File: src/rtl/rob_commit.sv
// Reorder buffer for the Tomasulo core: allocates at the tail, marks entries complete from the CDB, retires in order.
// Optional macro ROB_COMMIT_BYPASS_EN lets a CDB result for the head entry retire in the same cycle it arrives.
module rob_commit #(
  parameter int ROB_DEPTH = 8,
  parameter int TAG_W     = 3,
  parameter int DATA_W    = 16,
  parameter int REG_W     = 4
) (
  input  logic              clk1,
  input  logic              rst_n,
  input  logic              alloc_valid,
  input  logic [3:0]        alloc_func,
  input  logic [REG_W-1:0]  alloc_rd,
  output logic              alloc_ready,
  output logic [TAG_W-1:0]  alloc_tag,
  input  logic              cdb_valid,
  input  logic [TAG_W-1:0]  cdb_tag,
  input  logic [DATA_W-1:0] cdb_data,
  output logic              commit_valid,
  input  logic              commit_ready,
  output logic              commit_we,
  output logic [REG_W-1:0]  commit_rd,
  output logic [DATA_W-1:0] commit_data,
  output logic [TAG_W-1:0]  commit_tag,
  input  logic              flush,
  output logic [TAG_W-1:0]  head_p,
  output logic [TAG_W-1:0]  tail_p,
  output logic [TAG_W:0]    count
);

  localparam logic [TAG_W:0] FULL_CNT = (TAG_W+1)'(ROB_DEPTH);

  function automatic logic [TAG_W-1:0] ptr_inc(input logic [TAG_W-1:0] p);
    return p + 1'b1;
  endfunction

  function automatic logic is_branch(input logic [3:0] func);
    return func[3:2] == 2'b01;
  endfunction

  // control state
  logic [ROB_DEPTH-1:0] ent_vld;
  logic [ROB_DEPTH-1:0] ent_rdy;
  logic [TAG_W-1:0]     head_q;
  logic [TAG_W-1:0]     tail_q;
  logic [TAG_W:0]       count_q;

  // payload storage, never reset: it is only observed behind a set valid bit
  logic [3:0]           ent_func [ROB_DEPTH];
  logic [REG_W-1:0]     ent_rd   [ROB_DEPTH];
  logic [DATA_W-1:0]    ent_data [ROB_DEPTH];

  logic              head_vld;
  logic              head_rdy;
  logic              head_commit;
  logic [DATA_W-1:0] head_data;
  logic              cdb_hit;
  logic              alloc_fire;
  logic              commit_fire;
  logic              unused_func;

  assign head_vld = ent_vld[head_q];
  assign head_rdy = ent_rdy[head_q];
  assign cdb_hit  = cdb_valid && ent_vld[cdb_tag];

`ifdef ROB_COMMIT_BYPASS_EN
  logic bypass_hit;
  assign bypass_hit  = head_vld && !head_rdy && cdb_valid && (cdb_tag == head_q);
  assign head_commit = head_vld && (head_rdy || bypass_hit);
  assign head_data   = bypass_hit ? cdb_data : ent_data[head_q];
`else
  assign head_commit = head_vld && head_rdy;
  assign head_data   = ent_data[head_q];
`endif

  // Flush still shows the head combinationally but discards both handshakes.
  assign alloc_ready = (count_q != FULL_CNT);
  assign alloc_fire  = alloc_valid && alloc_ready && !flush;
  assign commit_fire = head_commit && commit_ready && !flush;

  // The low opcode bits select the ALU operation and play no part in retirement.
  assign unused_func = ^ent_func[head_q][1:0];

  assign alloc_tag    = tail_q;
  assign head_p       = head_q;
  assign tail_p       = tail_q;
  assign count        = count_q;
  assign commit_valid = head_commit;
  assign commit_tag   = head_q;
  assign commit_we    = head_commit && !is_branch(ent_func[head_q]);
  assign commit_rd    = head_commit ? ent_rd[head_q] : '0;
  assign commit_data  = head_commit ? head_data : '0;

  // Entry state update: CDB, then commit, then allocate, so allocation wins on a shared index.
  always_ff @(posedge clk1 or negedge rst_n) begin
    if (!rst_n) begin
      ent_vld <= '0;
      ent_rdy <= '0;
      head_q  <= '0;
      tail_q  <= '0;
      count_q <= '0;
    end else if (flush) begin
      ent_vld <= '0;
      ent_rdy <= '0;
      head_q  <= '0;
      tail_q  <= '0;
      count_q <= '0;
    end else begin
      if (cdb_hit) begin
        ent_rdy[cdb_tag] <= 1'b1;
      end
      if (commit_fire) begin
        ent_vld[head_q] <= 1'b0;
        ent_rdy[head_q] <= 1'b0;
        head_q          <= ptr_inc(head_q);
      end
      if (alloc_fire) begin
        ent_vld[tail_q] <= 1'b1;
        ent_rdy[tail_q] <= 1'b0;
        tail_q          <= ptr_inc(tail_q);
      end
      case ({alloc_fire, commit_fire})
        2'b10:   count_q <= count_q + 1'b1;
        2'b01:   count_q <= count_q - 1'b1;
        default: count_q <= count_q;
      endcase
    end
  end

  always_ff @(posedge clk1) begin
    if (alloc_fire) begin
      ent_func[tail_q] <= alloc_func;
      ent_rd[tail_q]   <= alloc_rd;
    end
    if (cdb_hit && !flush) begin
      ent_data[cdb_tag] <= cdb_data;
    end
  end

endmodule

File: config.mk
export PLATFORM = sky130hd
export DESIGN_NAME = rob_commit
export DESIGN_NICKNAME = d
export VERILOG_FILES = /design/src/rtl/rob_commit.sv
export SDC_FILE = /design/constraint.sdc
export NUM_CORES = 1
export LEC_CHECK = 0
export CAP_MARGIN = 25
export CORE_UTILIZATION = 55
export DETAILED_ROUTE_END_ITERATION = 16
export GPL_TIMING_DRIVEN = 1
export HOLD_SLACK_MARGIN = 0.15
export MAX_ROUTING_LAYER = met4
export PLACE_DENSITY_LB_ADDON = 0.3
export SLEW_MARGIN = 20
export SYNTH_ARGS = -nofsm -noshare
export SYNTH_HDL_FRONTEND = slang
export SYNTH_SLANG_ARGS = --single-unit
File: constraint.sdc
create_clock -name clk1 -period 3.5 [get_ports clk1]
set_input_delay 0.7 -clock clk1 [delete_from_list [all_inputs] [get_ports clk1]]
set_output_delay 0.7 -clock clk1 [all_outputs]
set_load 0.01 [all_outputs]
Yosys cells after proc, flatten, opt, wreduce, memory -nomap -nowiden
Memory sizes are Yosys's and may differ from the RTL's. Cells that the tools add are included.

Output and inout bits: 39. Flip-flop bits (word level): 26. Memories: 3. Input bits: 33. Bits in writable memories: 192.

Memory list: ent_data (depth 8, bits a word 16, rd ports 1, clocked after Yosys merged registers in 0, wr ports 1, line 51) `logic [DATA_W-1:0] ent_data [ROB_DEPTH];`; ent_func (depth 8, bits a word 4, rd ports 1, clocked after Yosys merged registers in 0, wr ports 1, line 49) `logic [3:0] ent_func [ROB_DEPTH];`; ent_rd (depth 8, bits a word 4, rd ports 1, clocked after Yosys merged registers in 0, wr ports 1, line 50) `logic [REG_W-1:0] ent_rd [ROB_DEPTH];`.

Bitwise operators: 7. $lt $le $gt $ge: 6. Equality and inequality tests: 4. $add $sub $neg: 4. Reductions and logical operators: 16. Muxes and demuxes: 34.

Operators with widths (number): 2-to-1 mux 8 bit (10); bitwise AND 8 bit (3); 2-to-1 mux 16 bit (1); inverter 8 bit (2); bitwise OR 8 bit (2); less-than comparator 3 x 4 -> 1 bit (second input constant) (3); 2-to-1 mux 3 bit (4); logical AND 1 bit (11); 2-to-1 mux 1 bit (10); binary-select mux 1 bit (select 3 bit) (3); demux 1 bit (select 3 bit) (3); greater-or-equal comparator 3 x 1 -> 1 bit (second input constant) (3); 2-to-1 mux 4 bit (2); one-hot mux 4 bit (2 select lines) (1); adder 3 x 1 -> 3 bit (second input constant) (2); adder 4 x 1 -> 4 bit (second input constant) (1); == test 2 x 1 -> 1 bit (second input constant) (2); != test 4 bit (second input constant) (1); nonzero test 2 bit (2); subtractor 4 x 1 -> 4 bit (second input constant) (1); nonzero test 3 bit (1); == test 2 bit (second input constant) (1); logical NOT 1 bit (2).

Longest topological paths before layout
Word-level depth: 13. Mapped depth: 14.

Least setup slack after synthesis
No wires, ideal clock.

Kind: in2reg. From: in cdb_tag[1]. To: mem ent_data[0][0] (enable). Buffers on the path: 0. Arrival: 2561 ps. Library setup time: 409 ps. Stages on the path: 6. Slack: 530 ps. Path through: mux4_2 -> mux2_2 -> nand2_1 -> nor2_1 -> nand2_1 -> nor3_1.

Word-level cells in the longest chain between the ends: 6.

Ends and longest elaborated chain: start: declaration (line 17) `input logic [TAG_W-1:0] cdb_tag,`; binary-select mux 1 bit (select 3 bit) (line 64) `assign cdb_hit = cdb_valid && ent_vld[cdb_tag];`; 2-to-1 mux 1 bit (implied by the code) (line 64); logical AND 1 bit (line 64); logical AND 1 bit (line 135) `if (cdb_hit && !flush) begin`; 2-to-1 mux 1 bit (line 135); 2-to-1 mux 1 bit (implied by the code) (line 136) `ent_data[cdb_tag] <= cdb_data;`; end: declaration (line 51).

Parallel ways exist; a longest one is shown, timed or not. The select of a mux whose other input is x is not followed.

Final worst setup path
From: reg head_q[2], in the netlist commit_tag[2]. To: out commit_rd[1].

Word-level cells in the longest chain between the ends: 4.

Ends and longest elaborated chain: start: declaration (line 44) `logic [TAG_W-1:0] head_q;`; start signal: assignment (line 115) `head_q <= ptr_inc(head_q);`; binary-select mux 1 bit (select 3 bit) (on tied branches) (line 62, 63); 2-to-1 mux 1 bit (on tied branches) (line 62, 63); logical AND 1 bit (line 72) `assign head_commit = head_vld && head_rdy;`; 2-to-1 mux 4 bit * (line 91) `assign commit_rd = head_commit ? ent_rd[head_q] : '0;`; end: declaration (line 22) `output logic [REG_W-1:0] commit_rd,`.

Mark *: on every way between the ends. The rest lies on a longest branch, timed or not. The select of a mux whose other input is x is not followed.

==> impl_metrics.tcl <==
set metrics [dict create \
    outcome "finished, final reports clean" \
    whs_ps 574 \
    num_vias 5261 \
    finalHoldViolations 0 \
    ys_warn_count 0 \
    initial_utilization 0.561 \
    antenna_cells 0 \
    cpMostUsedCell "buf_4" \
    grt_max_degree 25 \
    first_global_vias 5351 \
    vias_per_cell 6.23 \
    crit_path_cell_trace "buf_4 -> and2_1 -> a221o_1 -> a21o_4 -> nand2_8 -> buf_4 -> nor2_1 -> clkdlybuf4s50_1" \
    synth_cell_types 61 \
    die_area_um2 16000 \
    slowest_delay_ps 470 \
    synth.avg_cell_area_um2 16.1 \
    cap_violations 0 \
    slew_viol_final 0 \
    critPathKind "flop to output port" \
    worst_r2r_path_depth 15 \
    crit_fanout 7 \
    synthCells 527 \
    fmax_ghz 0.290 \
    synth_edf_count 176 \
    grt_pass1_wl_um 29600 \
    setup_viol 0 \
    hold_class "flop to flop" \
    slew_headroom 0.581 \
    wl_per_cell_um 23.0 \
    ys_seq_elements 202 \
    worstMarginPinSlew_ps 626 \
    fp.dieH_um 126 \
    power.density_nw_per_um2 484 \
    irDropWorstVdd_uv 405 \
    yosysSeqAreaShare 0.698 \
    final_util 0.692 \
    syn_area_um2 8500 \
    p_leak_nw 3.68 \
    final_cell_mix "edfxtp_1 (176), buf_4 (54), clkdlybuf4s50_1 (51), nor2_1 (40), o22ai_1 (40)" \
    clock_latency_ps 500 \
    fillers 983 \
    drt_iter0_drc 522 \
    synth_ff_type "edfxtp_1" \
    total_power_mw 5.07 \
    final.min_clock_period_ps 3450 \
    drc 0 \
    cts_tree "yes" \
    required_ps 2800 \
    h-tree-depth 1 \
    hpwl_um 12300 \
    num_io_pins 72 \
    drive_gt1_frac 0.258 \
    layout.nets 679 \
    critPathCaptureType "output port" \
    antenna_left 0 \
    gp_congestion 0.910 \
    area_growth_syn_to_layout_pct 23.2 \
    core_area_um2 15100 \
    rows 45 \
    io_buffers 69 \
    grt-ovfl-total 0 \
    hold_depth 2 \
    syn-num-nets 564 \
    period_share 0.986 \
    final_common_cell "edfxtp_1" \
    cts_sinks 202 \
    die_w_um 126 \
    antenna_found_initial 0 \
    start_kind "flop" \
    cts_buffers 21 \
    clk_transition_reported_paths_ps 60 \
    cts-hold-fix-buffers 0 \
    drt-pass1-iter-count 5 \
    wl_um 19400 \
    finClkSkew_ps 10.1 \
    async_flop_share 0.129 \
    fin_area_um2 10500 \
    cts_buffer_depth 3 \
    dpl_cell_area_um2 9590 \
    globalRouteTotalUtil 0.255 \
    arrival_ps 2750 \
    clock-root-buffer "clkbuf_16" \
    cp_slowest_cell "clkdlybuf4s50_1" \
]
==> report_power, final <==
group,total (mW),switching (mW),internal [mW]
sequential,2.65,0.0157,2.64
clock,2.24,0.879,1.36
combinational,0.180,0.0975,0.0824
==> metrics by stage <==
step / TNS (ps) / worst slack (ps) / std cells
final: 0 / 48.5 / 844
after global routing: -3.40 / -3.40 / 844
after CTS: -62.2 / -62.2 / 837
after detailed placement: -63.6 / -32.9 / 794
after global placement: -196 / -114 / 794
after floorplan: 0 / 530 / 527
==> cell usage after synthesis, drive strengths merged (4+ instances only) <==
| cell | count | area [um^2] |
|---|---|---|
| edfxtp | 176 | 5290 |
| ha | 4 | 50.1 |
| nor2b | 4 | 25.0 |
| a21oi | 12 | 60.1 |
| inv | 9 | 33.8 |
| nand2 | 20 | 77.6 |
| o22ai | 41 | 257 |
| dfrtp | 26 | 651 |
| nor3 | 13 | 85.1 |
| nor4 | 13 | 119 |
| mux2i | 16 | 160 |
| clkbuf | 10 | 37.5 |
| o21ai | 6 | 33.8 |
| mux4 | 18 | 405 |
| mux2 | 28 | 315 |
| nand2b | 8 | 50.1 |
| o21bai | 5 | 37.5 |
| buf | 26 | 175 |
| a2111oi | 8 | 108 |
| a31oi | 6 | 37.5 |
| nor2 | 40 | 150 |
==> layer usage <==
| layer | routed length [um] | track usage | vias to the layer above |
|---|---|---|---|
| met5 | 0 | - | - |
| met4 | 498 | 0.0850 | 0 |
| met3 | 1290 | 0.0439 | 43 |
| met2 | 9900 | 0.430 | 232 |
| met1 | 7710 | 0.314 | 2667 |
| li1 | - | - | 2319 |
==> cell type report <==
| class | instances | area [um^2] | area share |
|---|---|---|---|
| Inverter | 10 | 37.5 | 0.00358 |
| Sequential cell | 202 | 5940 | 0.567 |
| Timing Repair Buffer | 128 | 1160 | 0.111 |
| Clock inverter | 12 | 136 | 0.0130 |
| Multi-Input combinational cell | 279 | 2410 | 0.230 |
| Clock buffer | 25 | 561 | 0.0535 |
| Tap cell | 188 | 235 | 0.0224 |
==> worst paths after layout <==
path,from,endpoint,slack (ps)
max,commit_tag[2],commit_rd[1],50
min,ent_vld[2],ent_vld[2],570
max reg2reg,commit_tag[2],count[2],320
min reg2reg,ent_vld[2],ent_vld[2],570
max in group asynchronous,rst_n,commit_tag[0],2250
min in group asynchronous,rst_n,alloc_tag[1],590
==> worst max-delay path: cells and delay by family (launching register included) <==
family | cells | cell delay [ps]
flops | 1 | 450
simple gates | 3 | 350
buf+inv | 3 | 760
compound gates | 2 | 700
==> flip-flops by register name, indices dropped and copies added (netlist names) <==
register and count:
ent_data 128, alloc_tag 3, ent_rd 32, count 4, commit_tag 3, ent_vld 8
ent_func 16, ent_rdy 8
==> kinds of logic after synthesis <==
group	count (synthesis)	share of synthesized area
flops	202	0.698
simple gates	115	0.0767
compound gates	91	0.0774
mux	62	0.104
buf+inv	46	0.0294
xor+xnor	6	0.00780
fa+ha+maj	5	0.00706
==> what timing repair did <==
action | 4_1_cts | 5_1_grt
setup buffers | 6 | 7
resized for setup | 29 | 8
setup endpoints to repair | 22 | 9
pin swaps | 2 | 5
Power figures use the tool's default switching activity.
